==> config.mk <==
export PLATFORM = sky130hd
export DESIGN_NAME = systolic_skew_feeder_flat
export DESIGN_NICKNAME = d
export VERILOG_FILES = /design/src/rtl/systolic_skew_feeder_if.sv /design/src/rtl/systolic_skew_feeder.sv /design/src/flat_wrapper.sv
export SDC_FILE = /design/constraint.sdc
export NUM_CORES = 1
export LEC_CHECK = 0
export CAP_MARGIN = 0
export CORE_MARGIN = 1.5
export CORE_UTILIZATION = 46
export DETAILED_ROUTE_END_ITERATION = 16
export PLACE_DENSITY = 0.76
export RECOVER_POWER = 25
export SYNTH_ARGS = -nofsm -noshare
export SYNTH_HDL_FRONTEND = slang
export SYNTH_SLANG_ARGS = --single-unit
==> constraint.sdc <==
create_clock -name clock -period 2.3 [get_ports clock]
set_clock_uncertainty 0.1 [all_clocks]
set_input_delay 0.345 -clock clock [delete_from_list [all_inputs] [get_ports clock]]
set_output_delay 0.345 -clock clock [all_outputs]
set_load 0.02 [all_outputs]
==> src/rtl/systolic_skew_feeder_if.sv <==
// Start/operand/edge bundle between the job source and the skew feeder.
// Master side issues jobs; slave side drives the array edges.
interface systolic_skew_feeder_if #(
  parameter int WIDTHx = 5,
  parameter int SIZE   = 3
);
  logic start;
  logic [SIZE-1:0][SIZE-1:0][WIDTHx-1:0] a_input;
  logic [SIZE-1:0][SIZE-1:0][WIDTHx-1:0] b_input;
  logic busy;
  logic acc_clear;
  logic [SIZE-1:0][WIDTHx-1:0] a_edge;
  logic [SIZE-1:0][WIDTHx-1:0] b_edge;
  logic edge_valid;
  logic done;

  modport master (
    output start, a_input, b_input,
    input  busy, acc_clear, a_edge, b_edge,
    input  edge_valid, done
  );

  modport slave (
    input  start, a_input, b_input,
    output busy, acc_clear, a_edge, b_edge,
    output edge_valid, done
  );
endinterface

==> src/rtl/systolic_skew_feeder.sv <==
// Captures two operand matrices and feeds them diagonally skewed
// into a systolic array, then drains and flags completion.
module systolic_skew_feeder #(
  parameter int WIDTHx       = 5,
  parameter int SIZE         = 3,
  parameter int DRAIN_CYCLES = 3
) (
  input  logic clock,
  input  logic nreset,
  systolic_skew_feeder_if.slave bus
);
  localparam int LAST = 2 * SIZE - 2;
  localparam int SW   = $clog2(2 * SIZE - 1);
  localparam int DW   = (DRAIN_CYCLES > 1) ?
                        $clog2(DRAIN_CYCLES) : 1;

  typedef enum logic [2:0] {
    IDLE, LOAD, FEED, DRAIN, DONE
  } state_t;

  typedef logic [SIZE-1:0][SIZE-1:0][WIDTHx-1:0] mat_t;
  typedef logic [SIZE-1:0][WIDTHx-1:0] vec_t;

  state_t        state;
  logic [SW-1:0] step;
  logic [SW-1:0] next_t;
  logic [DW-1:0] dcnt;
  mat_t          a_mat;
  mat_t          b_mat;
  vec_t          a_nxt;
  vec_t          b_nxt;

  // Edge values for the step about to be presented; element (i,j)
  // enters the array on the diagonal where i + j equals the step.
  always_comb begin
    next_t = (state == FEED) ? step + SW'(1) : '0;
    a_nxt  = '0;
    b_nxt  = '0;
    for (int i = 0; i < SIZE; i++) begin
      for (int j = 0; j < SIZE; j++) begin
        if (int'(next_t) == i + j) begin
          a_nxt[i] = a_mat[i][j];
          b_nxt[j] = b_mat[i][j];
        end
      end
    end
  end

  always_ff @(posedge clock or negedge nreset) begin
    if (!nreset) begin
      state          <= IDLE;
      step           <= '0;
      dcnt           <= '0;
      a_mat          <= '0;
      b_mat          <= '0;
      bus.busy       <= 1'b0;
      bus.acc_clear  <= 1'b0;
      bus.edge_valid <= 1'b0;
      bus.done       <= 1'b0;
      bus.a_edge     <= '0;
      bus.b_edge     <= '0;
    end else begin
      bus.acc_clear <= 1'b0;
      bus.done      <= 1'b0;
      unique case (state)
        IDLE: begin
          if (bus.start) begin
            a_mat         <= bus.a_input;
            b_mat         <= bus.b_input;
            state         <= LOAD;
            bus.busy      <= 1'b1;
            bus.acc_clear <= 1'b1;
          end
        end
        LOAD: begin
          state          <= FEED;
          step           <= '0;
          bus.edge_valid <= 1'b1;
          bus.a_edge     <= a_nxt;
          bus.b_edge     <= b_nxt;
        end
        FEED: begin
          if (step == SW'(LAST)) begin
            state          <= DRAIN;
            step           <= '0;
            dcnt           <= '0;
            bus.edge_valid <= 1'b0;
            bus.a_edge     <= '0;
            bus.b_edge     <= '0;
          end else begin
            step       <= next_t;
            bus.a_edge <= a_nxt;
            bus.b_edge <= b_nxt;
          end
        end
        DRAIN: begin
          if (dcnt == DW'(DRAIN_CYCLES - 1)) begin
            state    <= DONE;
            bus.done <= 1'b1;
          end else begin
            dcnt <= dcnt + DW'(1);
          end
        end
        DONE: begin
          state    <= IDLE;
          bus.busy <= 1'b0;
        end
        default: state <= IDLE;
      endcase
    end
  end
endmodule
==> src/flat_wrapper.sv <==
// flat-port wrapper written by rule: the top's interface ports become plain ports
module systolic_skew_feeder_flat 
#(
  parameter int WIDTHx       = 5,
  parameter int SIZE         = 3,
  parameter int DRAIN_CYCLES = 3
)
  (clock, nreset, bus_start, bus_a_input, bus_b_input, bus_busy, bus_acc_clear, bus_a_edge, bus_b_edge, bus_edge_valid, bus_done);
  systolic_skew_feeder_if #(.WIDTHx(WIDTHx), .SIZE(SIZE)) bus_i ();
  input  logic clock;
  input  logic nreset;
  input wire logic [$bits(bus_i.start)-1:0] bus_start;
  input wire logic [$bits(bus_i.a_input)-1:0] bus_a_input;
  input wire logic [$bits(bus_i.b_input)-1:0] bus_b_input;
  output wire logic [$bits(bus_i.busy)-1:0] bus_busy;
  output wire logic [$bits(bus_i.acc_clear)-1:0] bus_acc_clear;
  output wire logic [$bits(bus_i.a_edge)-1:0] bus_a_edge;
  output wire logic [$bits(bus_i.b_edge)-1:0] bus_b_edge;
  output wire logic [$bits(bus_i.edge_valid)-1:0] bus_edge_valid;
  output wire logic [$bits(bus_i.done)-1:0] bus_done;
  assign bus_i.start = bus_start;
  assign bus_i.a_input = bus_a_input;
  assign bus_i.b_input = bus_b_input;
  assign bus_busy = bus_i.busy;
  assign bus_acc_clear = bus_i.acc_clear;
  assign bus_a_edge = bus_i.a_edge;
  assign bus_b_edge = bus_i.b_edge;
  assign bus_edge_valid = bus_i.edge_valid;
  assign bus_done = bus_i.done;
  systolic_skew_feeder #(.WIDTHx(WIDTHx), .SIZE(SIZE), .DRAIN_CYCLES(DRAIN_CYCLES)) u_core (.clock(clock), .nreset(nreset), .bus(bus_i));
endmodule
-- Word level (Yosys, flattened, before mapping)
Index checks and enable logic that the tools add are counted.
- input port bits: 93
- bits in registers: 132
- eq/ne operators: 14
- reduce and logical (&&, ||, !) cells: 10
- multiplexer cells: 40
- $add $sub $neg: 2
- operators by type and width (kind ; count):
    5-bit two-way mux ; 18
    15-bit case mux with 2 select lines ; 2
    15-bit two-way mux ; 2
    3-bit equality test (second input constant) ; 5
    3-bit two-way mux ; 5
    3-bit case mux with 4 select lines ; 1
    3-bit by 2-bit equality test with 1-bit output (second input constant) ; 3
    3-bit logical NOT ; 2
    1-bit two-way mux ; 6
    2-bit != test (second input constant) ; 3
    3-bit case mux with 2 select lines ; 1
    2-bit AND reduction ; 3
    3-bit AND reduction ; 2
    2-bit nonzero test ; 3
    2-bit two-way mux ; 2
    1-bit case mux with 2 select lines ; 2
    2-bit case mux with 2 select lines ; 1
    3-bit by 1-bit adder with 3-bit output (second input constant) ; 1
    3-bit by 1-bit equality test with 1-bit output (second input constant) ; 1
    2-bit by 1-bit adder with 2-bit output (second input constant) ; 1
    2-bit equality test (second input constant) ; 1
    2-bit by 1-bit != test with 1-bit output (second input constant) ; 1

-- Logic depth before layout (Yosys ltp)
- depth in word-level cells: 8
- mapped depth: 9
- depth with buffers taken out: 6

-- Worst setup path after synthesis
OpenSTA, ideal clock, no wires.
- path kind: register -> register
- start: register u_core.step[0]
- end: register u_core.bus.a_edge[10]
- path slack: -0.098 ns
- arrival time: 2.203 ns
- library setup time: 0.095 ns
- data required time: 2.105 ns
- cell stages (with the launch flop): 9
- cells stage by stage: dfrtp_1 buf_2 clkinv_1 clkbuf_1 ha_1 clkbuf_1 nor3_1 a21oi_1 o31ai_1
- word-level cells in the longest chain between the ends: 8
- ends and longest elaborated chain (element ; RTL line ; source):
    start: declaration ; systolic_skew_feeder.sv:25 ; logic [SW-1:0] step;
    start signal: assignment ; systolic_skew_feeder.sv:91 ; step <= next_t;
    3-bit by 1-bit adder with 3-bit output ; systolic_skew_feeder.sv:36 ; next_t = (state == FEED) ? step + SW'(1) : '0;
    3-bit two-way mux ; systolic_skew_feeder.sv:36 ;
    3-bit equality test ; systolic_skew_feeder.sv:41 ; if (int'(next_t) == i + j) begin
    5-bit two-way mux (3 in series) ; systolic_skew_feeder.sv:41 ;
    15-bit two-way mux ; systolic_skew_feeder.sv:83 ; if (step == SW'(LAST)) begin
    15-bit case mux with 2 select lines (*) ; systolic_skew_feeder.sv:65 ; unique case (state)
    end signal: assignment ; systolic_skew_feeder.sv:79 ; bus.a_edge <= a_nxt;
    end signal: assignment ; systolic_skew_feeder.sv:92 ; bus.a_edge <= a_nxt;
    end: declaration ; systolic_skew_feeder_if.sv:25 ; output busy, acc_clear, a_edge, b_edge,
Every way passes the cells marked *; elsewhere a longest branch is shown, timed or not.
A chain may end at the register's enable or synchronous reset.

-- Final worst setup path
- start: register u_core.step[0]
- end: register u_core.bus.b_edge[1]
- word-level cells in the longest chain between the ends: 8
- ends and longest elaborated chain (element ; RTL line ; source):
    3-bit by 1-bit adder with 3-bit output ; systolic_skew_feeder.sv:36 ;
    3-bit two-way mux ; systolic_skew_feeder.sv:36 ;
    3-bit logical NOT ; systolic_skew_feeder.sv:41 ;
    5-bit two-way mux (3 in series) ; systolic_skew_feeder.sv:41 ;
    15-bit two-way mux ; systolic_skew_feeder.sv:83 ;
    15-bit case mux with 2 select lines (*) ; systolic_skew_feeder.sv:65 ;
    end signal: assignment ; systolic_skew_feeder.sv:80 ; bus.b_edge <= b_nxt;
    end signal: assignment ; systolic_skew_feeder.sv:93 ; bus.b_edge <= b_nxt;
    end: declaration ; systolic_skew_feeder_if.sv:25 ;
Marked as above.

==> run summary <==
Status - finished clean
Total number of vias - 4515
Multiplexer share of the synthesized area - 19.3%
Post-synthesis sequential area ratio - 56.2%
Post-synthesis compound-gate area fraction - 12.3%
Largest fanout on the critical path - 15
Clock root buffer - clkbuf_16
F_max - 475 MHz
Synth Area in Simple Gates - 7.94%
Io pins - 127
Worst path max stage delay - 540 ps
Max Cap Viol - 0
Leakage - 3.36 nW
Final Critical Period - 2110 ps
Die H - 116 um
CTS tree - yes
Final ANT Viol Nets - 0
Endpoint, Worst Hold - u_core.bus.b_edge[8]
Crit Path Category - reg -> reg
Vias in the first global route - 4606
Post-synth EDFFs - 0
Count of input and output buffers - 126
Row cnt - 41
Post-DP HPWL - 9.70 mm
Fin crit share - 91.6%
Final Wtd Congestion - 0.793
WP data required - 2480 ps
Worst path cell trace - clkinv_2 > ha_1 > buf_4 > and4_1 > a211o_1 > a32oi_1
Power Density - 1500 nW/um^2
Mapped cell area - 5880 um^2
Synth-to-layout area growth - 36.8%
Pin slew with the least headroom to its limit - 1440 ps
Asr flop ratio synth - 100%
Number of CTS-inserted buffers - 17
HP Start - u_core.bus.b_edge[8]
Worst EP arrival - 2280 ps
CTS sink cnt - 132
Grt total ovfl - 0
Synth Flop Type - dfrtp_1
Synthesized instance count - 501
Mean Syn Cell Area - 11.7 um^2
Pin count of the biggest net entering global routing - 64
R2R Path Start - u_core.step[0]
Setup Buffers After CTS - 0
Detailed Route Iter0 Violations - 304
All-Layer GR Usage - 22.7%
Wire per inst - 17.7 um
Rel. slew slack - 4.18%
Min Hold Slack - 390 ps
Hold Path Stages - 2
Ratio of cells with drive above 1 in the final layout - 24.8%
Pre-antenna DRT Iters - 5
Register bit total from synthesis - 132
Final TNS setup - 0 ps
Fillers - 972
Antenna cells - 0
Core Area - 12600 um^2
RSZ-0062 raised after global routing - no
Die ar. - 13500 um^2
Syn nets - 597
Total Routed Length - 14.4 mm
DRC - 0
R2R depth - 6
Hold Fails Final Rpt - 0
Reg2Reg Setup Slack - 190 ps
CP endpoint kind - flip-flop
Critical Path Start Type - flip-flop
Initial Utilization - 46.8%
Synth warn - 0
Synth Area in XOR/XNOR - 0.149%
First-pass GRT wire length - 23.2 mm
Reg2reg end - u_core.bus.b_edge[1]
Clock transition at path regs - 60 ps
Max Root-Sink Buffers - 2
Vias/cell - 5.53
Synth unique cells - 35
Max rail drop VDD - 0.000861 V
Initial antenna violation count - 0
Clk_lat worst skew - 410 ps
HP Class - reg -> reg
Final nets - 729
Final setup fails - 0
Adder-Cell Fraction of Synth Area - 0.638%
Largest family of logic cells by synthesized area - multiplexers
Slowest-stage cell, CP - and4_1
Final slew viol count - 0
Die Width - 116 um
CTS H-tree depth - 4
cells by family (layout without fill, tap and decap cells):
group	after synthesis	count (layout)
buffers and inverters	48	191
adder cells (fa/ha/maj)	3	3
XOR/XNOR	1	1
AO/OA/AOI/OAI	108	108
flip-flops	132	132
AND/OR/NAND/NOR	108	108
multiplexers	101	101
worst max-delay path by stage:
| stage | from | end | depth (start not counted) |
|---|---|---|---|
| global placement | u_core.state[1] | u_core.bus.b_edge[12] | 4 |
| global route | u_core.state[1] | u_core.bus.a_edge[11] | 4 |
| detailed placement | bus_start | u_core.a_mat[40] | 5 |
| finish | u_core.step[0] | u_core.bus.b_edge[1] | 6 |
| floorplan | u_core.step[0] | u_core.bus.a_edge[11] | 9 |
| CTS | u_core.step[0] | u_core.bus.b_edge[6] | 5 |
placed cells by master, fill, tap and decap left out, types with 5 or more instances in the layout:
master and count:
nand2_1 37, dfrtp_1 132, buf_4 17, mux2_2 100, a211o_1 10, a32oi_1 10
nand3_1 12, nor2_1 45, clkbuf_16 17, o211ai_1 12, clkinv_2 5, a21oi_1 35
o41ai_1 10, inv_1 13, o21ai_0 15, clkdlybuf4s50_1 125, o31ai_1 11
metrics by stage:
| stage | setup slack (ps) | area (um^2) | std cells | total power [mW] | util, % |
|---|---|---|---|---|---|
| finish | 193 | 8050 | 816 | 12.1 | 64.0 |
| detailed placement | 207 | 7420 | 785 | 9.23 | 59.0 |
| CTS | 202 | 8050 | 816 | 12.1 | 64.0 |
| floorplan | 8.61 | 5890 | 501 | 7.42 | - |
| global route | 41.9 | 8050 | 816 | 12.9 | 64.0 |
| global placement | 268 | 7420 | 785 | 8.97 | 59.0 |
per-layer routing:
layer,up-vias,global-route usage (%),wire (um)
met5,-,0,0
met4,0,7.80,132
met3,11,6.12,868
met2,152,36.6,7220
met1,2286,29.8,6210
li1,2066,-,-
Yosys cell counts (11+ instances only):
| master | count | share of area (%) |
|---|---|---|
| dfrtp_1 | 132 | 56 |
| mux2_2 | 100 | 19 |
| nor2_1 | 46 | 2.9 |
| nand2_1 | 37 | 2.4 |
| a21oi_1 | 36 | 3.1 |
| clkbuf_1 | 17 | 1.1 |
| o21ai_0 | 15 | 1.3 |
| inv_1 | 13 | 0.83 |
| buf_2 | 12 | 1.0 |
| nand3_1 | 12 | 1.0 |
| o211ai_1 | 12 | 1.5 |
| o31ai_1 | 11 | 1.4 |
flip-flops by register name (all words and copies together) (netlist names):
signal,flops
u_core.a_mat,45
u_core.b_mat,45
u_core.bus.a_edge,15
u_core.bus.acc_clear,1
u_core.bus.b_edge,15
u_core.bus.busy,1
u_core.bus.done,1
u_core.bus.edge_valid,1
u_core.dcnt,2
u_core.state,3
u_core.step,3
critical path: cells and delay by family (launching register included):
kind / cells / cell delay (ps)
AOI/OAI and AO/OA: 2 / 270
adders and majority gates: 1 / 340
buffers and inverters: 2 / 320
DFF: 1 / 390
and+or+nand+nor: 1 / 540
layout make-up:
cell class | instances | area, um^2 | area share (%)
inverter | 14 | 53.8 | 0.669
multi-input combinational | 321 | 2400 | 29.8
sequential | 132 | 3300 | 41.1
clock buffer | 20 | 467 | 5.80
tap | 172 | 215 | 2.67
timing repair buffer | 147 | 1450 | 18.1
clock inverter | 10 | 155 | 1.93
report_power, final:
group / internal [mW] / leakage (nW) / switching (mW)
clock network: 1.88 / 0.304 / 0.955
logic: 2.46 / 1.46 / 2.57
registers: 3.47 / 1.60 / 0.727
repair_timing:
action                                  CTS  global route
endpoints found under the setup margin    0             5
resized for setup                         0             1
hold buffers                              1             0
hold endpoints to repair                 61             0
No activity file was read; power rests on OpenSTA's default activity.
